**src/rtl/program_loader.sv**
```systemverilog
// Byte-stream program loader: receives a word count, N big-endian 16-bit words and an
// XOR checksum, writes the words to memory, then releases or blocks the processor.
module program_loader #(
    parameter int ADDR_W = 6
) (
    input  logic              clk,
    input  logic              rst_n,
    input  logic              in_valid,
    input  logic [7:0]        in_data,
    output logic              in_ready,
    output logic [ADDR_W-1:0] mem_addr,
    output logic [15:0]       mem_data,
    output logic              mem_write,
    output logic              cpu_run,
    output logic              load_err,
    output logic [2:0]        load_state
);

    typedef enum logic [2:0] {
        CNT = 3'd0,
        HI  = 3'd1,
        LO  = 3'd2,
        WR  = 3'd3,
        CHK = 3'd4,
        RUN = 3'd5,
        ERR = 3'd6
    } state_t;

    state_t            state, state_next;
    logic [6:0]        word_total;
    logic [6:0]        words_done;
    logic [ADDR_W-1:0] addr;
    logic [15:0]       data_r;
    logic [7:0]        csum;
    logic              accept;

    assign accept     = in_valid && in_ready;
    assign mem_addr   = addr;
    assign mem_data   = data_r;
    assign load_state = state;

    // NOTE: every output of this block gets a default before the case so no path can
    // leave one unassigned and infer a latch.
    always_comb begin
        state_next = state;
        in_ready   = 1'b0;
        mem_write  = 1'b0;
        case (state)
            CNT: begin
                in_ready = 1'b1;
                if (accept) state_next = HI;
            end
            HI: begin
                in_ready = 1'b1;
                if (accept) state_next = LO;
            end
            LO: begin
                in_ready = 1'b1;
                if (accept) state_next = WR;
            end
            WR: begin
                mem_write  = 1'b1;
                state_next = (words_done + 7'd1 < word_total) ? HI : CHK;
            end
            CHK: begin
                in_ready = 1'b1;
                if (accept) state_next = (in_data == csum) ? RUN : ERR;
            end
            RUN:     state_next = RUN;
            ERR:     state_next = ERR;
            default: state_next = CNT;
        endcase
    end

    // NOTE: all state here uses non-blocking assignments so every register samples the
    // pre-edge values and the order of statements inside the block does not matter.
    always_ff @(posedge clk or negedge rst_n) begin
        if (!rst_n) begin
            state      <= CNT;
            word_total <= '0;
            words_done <= '0;
            addr       <= '0;
            data_r     <= '0;
            csum       <= '0;
            cpu_run    <= 1'b0;
            load_err   <= 1'b0;
        end else begin
            state    <= state_next;
            cpu_run  <= (state_next == RUN);
            load_err <= (state_next == ERR);
            case (state)
                CNT: if (accept) begin
                    // A count of 0 (or 64) means a full 64-word image.
                    word_total <= {in_data[5:0] == 6'd0, in_data[5:0]};
                    words_done <= '0;
                    addr       <= '0;
                    csum       <= '0;
                end
                HI: if (accept) begin
                    data_r[15:8] <= in_data;
                    csum         <= csum ^ in_data;
                end
                LO: if (accept) begin
                    data_r[7:0] <= in_data;
                    csum        <= csum ^ in_data;
                end
                WR: begin
                    addr       <= addr + ADDR_W'(1);
                    words_done <= words_done + 7'd1;
                end
                default: ;
            endcase
        end
    end

endmodule
```
**config.mk**
```make
export PLATFORM = sky130hd
export DESIGN_NAME = program_loader
export DESIGN_NICKNAME = d
export VERILOG_FILES = /design/src/rtl/program_loader.sv
export SDC_FILE = /design/constraint.sdc
export NUM_CORES = 1
export LEC_CHECK = 0
export CORE_MARGIN = 3
export CORE_UTILIZATION = 40
export CTS_CLUSTER_SIZE = 10
export DETAILED_ROUTE_END_ITERATION = 10
export PLACE_DENSITY = 0.73
export SETUP_SLACK_MARGIN = 0.5
export SLEW_MARGIN = 5
export SYNTH_ARGS = -nofsm -noshare
export SYNTH_HDL_FRONTEND = slang
export SYNTH_SLANG_ARGS = --single-unit
```
**constraint.sdc**
```tcl
create_clock -name clk -period 2.4 [get_ports clk]
set_clock_uncertainty 0.05 [all_clocks]
set_input_delay 0.24 -clock clk [delete_from_list [all_inputs] [get_ports clk]]
set_output_delay 0.24 -clock clk [all_outputs]
set_load 0.005 [all_outputs]
```
## After elaboration in Yosys (flattened, before gate mapping)

Cells that the tools add are included.

- Bits in registers: 49
- Input bits: 11
- Output and inout bits: 29
- Word-level logic and storage cells: 52

- $add $sub $neg: 2
- Magnitude comparators: 1
- Equal/unequal tests: 11
- Muxes and demuxes: 16
- Bitwise logic cells: 1
- Reductions and logical operators: 12

Operators by type and width:

| cell | count |
|---|---|
| $pmux W3 S7 | 1 |
| $mux W8 | 2 |
| $pmux W8 S2 | 1 |
| $eq A3 B3 Y1 const B | 5 |
| $mux W3 | 5 |
| $pmux W7 S2 | 1 |
| $pmux W6 S2 | 1 |
| $eq A8 B8 Y1 | 1 |
| $reduce_and A2 Y1 | 4 |
| $xor A8 B8 Y8 | 1 |
| $add A7 B1 Y7 const B | 1 |
| $lt A7 B7 Y1 | 1 |
| $mux W7 | 1 |
| $add A6 B1 Y6 const B | 1 |
| $eq A3 B2 Y1 const B | 2 |
| $logic_not A6 Y1 | 1 |
| $mux W6 | 1 |
| $reduce_bool A2 Y1 | 2 |
| $reduce_or A4 Y1 | 1 |
| $eq A3 B1 Y1 const B | 1 |
| $logic_not A3 Y1 | 1 |
| $reduce_and A3 Y1 | 1 |
| $mux W1 | 2 |
| $mux W2 | 1 |
| 4 further kinds | 4 |

## Logic depth before layout (Yosys ltp)

- Depth after elaboration: 7
- Mapped depth: 10
- Gate-level depth less buffers: 10

## Worst setup path before layout

OpenSTA, ideal clock, no wires.

- Path type: flip-flop to flip-flop
- From: reg words_done[0]
- To: reg state[0], in the netlist load_state[0]
- Library setup time: 0.077 ns
- Data arrival time: 2.009 ns
- Data required time: 2.273 ns
- Setup slack: 0.264 ns
- Cell stages (with the launch flop): 11
- Buffers on the path: 0
- Period minus slack after synthesis: 2.136 ns
- Cells stage by stage: dfrtp_1 -> ha_1 -> nand2_1 -> nor2_1 -> xor2_1 -> ha_1 -> and3_1 -> a221o_1 -> a31oi_1 -> o21ai_0 -> a21oi_1

- Cells in the longest elaborated chain, start to end: 4

RTL lines:

| element | RTL line | RTL |
|---|---|---|
| start: declaration | 31 | `logic [6:0] words_done;` |
| start signal: assignment | 109 | `words_done <= words_done + 7'd1;` |
| $add A7 B1 Y7 | 63 | `state_next = (words_done + 7'd1 < word_total) ? HI : CHK;` |
| $lt A7 B7 Y1 | 63 |  |
| $mux W3 | 63 |  |
| $pmux W3 S7 | 48 | `case (state)` |
| net state_next[0] | 29 | `state_t state, state_next;` |
| end signal: assignment | 88 | `state <= state_next;` |
| end: declaration | 29 |  |

The timed path passes the listed nets, and every way through them passes these cells.
A chain may end at the register's enable or synchronous reset.

## Worst setup path in the final report

Same ends and word-level chain as after synthesis.

==> impl_metrics.tcl <==
set metrics [dict create \
    gp_congestion 0.848 \
    rsz0062_at_grt "yes" \
    combPwrFrac_pct 50.0 \
    synth-edff-count 0 \
    fill_cells 526 \
    slew_violations 0 \
    cts_buffers 5 \
    cp-end-kind "flip-flop" \
    first_pass_iters 4 \
    status "finished with violations" \
    synth_cell_type_count 41 \
    clock-sinks 49 \
    fin_nets 327 \
    syn2layout_area_growth_pct 38.2 \
    cap_violations 0 \
    syn_area_per_cell_um2 10.6 \
    r2r-start "words_done[0]" \
    clk_latency_ns 0.31 \
    final_cell_mix "dfrtp_1, clkdlybuf4s50_1, buf_4" \
    grt_most_used_layer "met2" \
    dp_hpwl_um 3560 \
    vias 1968 \
    critical_path_class "flip-flop to flip-flop" \
    netlist_area_mm2 0.00249 \
    rr_endpoint "load_state[0]" \
    syn_nets 253 \
    seqPwrFrac_pct 33.6 \
    finalCritPeriodShare_pct 90.6 \
    grt_pass1_wl_um 10100 \
    p_leak_nw 1.59 \
    drive_above_1_share_pct 31.1 \
    ir_drop_uv 630 \
    wl_per_cell_um 15.1 \
    routed_wl_um 5800 \
    grt_max_degree 50 \
    layout_commonest_cell "dfrtp_1" \
    ff_latch_area_mm2 0.00123 \
    arrival_ns 2.36 \
    multiInputGateArea_mm2 0.00122 \
    start_kind "flip-flop" \
    ctsRootBufferMaster "clkbuf_8" \
    place_ws_ns 0.124 \
    row_count 28 \
    grt_util_met3_pct 3.98 \
    powerDensity_mw_per_mm2 1230 \
    ys_ff_latch 49 \
    grt_pass1_vias 2097 \
    yosys_warnings 0 \
    path_clk_slew_ns 0.09 \
    drtIter0Drc 112 \
    final_cells 384 \
    clockPowerShare_pct 16.4 \
    dieArea_mm2 0.00720 \
    h-tree-depth 2 \
    worst_slack_ns 0.226 \
    gr-total-overflow 0 \
    ys_seq_area_share_pct 49.3 \
    drtAntennaViolNets 0 \
    drc 0 \
    grt_use_met2_pct 30.1 \
    fin_tns_setup_ns 0 \
    crit_required_ns 2.59 \
    whs_ns -0.0260 \
    io_pins 40 \
    met1_usage_pct 22.5 \
    violations "negative hold slack" \
    ys_async_sr_fraction_pct 100 \
    rrSetupSlack_ns 0.23 \
    n_antenna_cell 0 \
    core_mm2 0.00596 \
    swShare_pct 33.8 \
    max_slew_margin_pct 57.4 \
    dpl.cell_count 350 \
    tightest_slew_ns 0.639 \
    cts_tree "yes" \
    port_buffers 39 \
    die_y_um 84.8 \
    antenna_found_initial 0 \
    p_sw_w 0.00143 \
    internal_power_w 0.00280 \
    hold_viol 23 \
    rr_worst_depth 10 \
    start_util_pct 41.7 \
    hold_class "input pin to async pin" \
    maxClockFrequency_ghz 0.460 \
    period_minus_slack_ns 2.17 \
    finalSetupViolCount 0 \
    grt_usage_pct 17.6 \
    clockBufferDepth 2 \
    die_w_um 84.8 \
    drt-vias-per-instance 5.13 \
    synth_cells 234 \
    synth_ff_type "dfrtp_1" \
    path_max_fanout 4 \
]
## synth_stat cells, types with 2 or more instances
| master | number | share of area (%) |
|---|---|---|
| a21oi_1 | 12 | 2.4 |
| and3_1 | 2 | 0.50 |
| buf_2 | 2 | 0.40 |
| buf_6 | 2 | 0.91 |
| clkbuf_1 | 2 | 0.30 |
| clkbuf_8 | 2 | 1.1 |
| dfrtp_1 | 49 | 49 |
| ha_1 | 8 | 4.0 |
| inv_1 | 9 | 1.4 |
| maj3_1 | 9 | 3.6 |
| mux2_2 | 22 | 10 |
| nand2_1 | 32 | 4.8 |
| nand3_1 | 10 | 2.0 |
| nand4_1 | 2 | 0.50 |
| nor2_1 | 22 | 3.3 |
| nor4_1 | 2 | 0.50 |
| o21ai_0 | 7 | 1.4 |
| o21ai_1 | 6 | 1.2 |
| xnor2_1 | 2 | 0.70 |
| xor2_1 | 11 | 3.9 |
## stage by stage
stage | utilization (%) | power (W) | instance area [um2]
floorplan | - | 0.00243 | 2500
global placement | 50.2 | 0.00308 | 2990
detailed placement | 50.2 | 0.00313 | 2990
CTS | 56.2 | 0.00415 | 3340
global route | 57.7 | 0.00456 | 3440
finish | 57.7 | 0.00423 | 3440
## state kept, by name, summed over array words and instances (netlist names)
register	flops
mem_data	16
words_done	7
word_total	7
load_state	3
cpu_run	1
csum	8
load_err	1
mem_addr	6
## per-layer routing
layer,part of all wire (%),up-vias
met5,0,-
li1,-,955
met4,1.7,0
met2,51,43
met3,4.0,9
met1,43,961
## timing repair
action                                  CTS  global route
endpoints found under the setup margin    5            35
setup buffers                            22             4
resized for setup                        17            11
pin swaps                                10             4
hold buffers                              0             0
gates cloned                              0             0
## area by class of cell
cell class                 count  share of cell area [%]
multi-input combinational    165                    35.6
sequential                    49                    35.8
tap                           75                    2.73
clock buffer                   5                    2.00
inverter                      10                    1.17
timing repair buffer          77                    20.8
clock inverter                 3                    1.89
## worst max path at each step
stage / start / endpoint / slack, ns / cells past startpoint
after floorplan: words_done[0] / load_state[0] / 0.33 / 10
after global placement: words_done[0] / load_state[0] / 0.23 / 10
after detailed placement: words_done[0] / load_state[0] / 0.12 / 10
after CTS: words_done[0] / load_state[0] / 0.27 / 10
after global routing: words_done[0] / load_state[0] / 0.10 / 10
final: words_done[0] / load_state[0] / 0.23 / 10
## critical path: stages (launching register included)
cell and delay (ns):
dfrtp_2 0.45, ha_4 0.18, nand2_2 0.09, nor2_4 0.04
xor2_2 0.15, ha_1 0.31, and3_4 0.16, a221o_1 0.31
a31oi_2 0.19, o21ai_1 0.08, a21oi_1 0.11
## kinds of logic after synthesis
logic type / after synthesis / share of synthesized area (%)
adders and majority gates: 17 / 7.65
xor gates and xnor gates: 13 / 4.58
muxes: 23 / 10.4
AOI/OAI and AO/OA: 32 / 7.65
and+or+nand+nor: 80 / 15.8
DFF: 49 / 49.3
buffers and inverters: 20 / 4.68
## power by group through the flow
stage / combinational (W) / sequential, W / clock (W)
floorplan: 0.00102 / 0.00142 / 0
global placement: 0.00165 / 0.00143 / 0
detailed placement: 0.00169 / 0.00144 / 0
CTS: 0.00203 / 0.00141 / 0.000709
global route: 0.00233 / 0.00148 / 0.000752
finish: 0.00212 / 0.00142 / 0.000696
No activity file was read; power rests on OpenSTA's default activity.
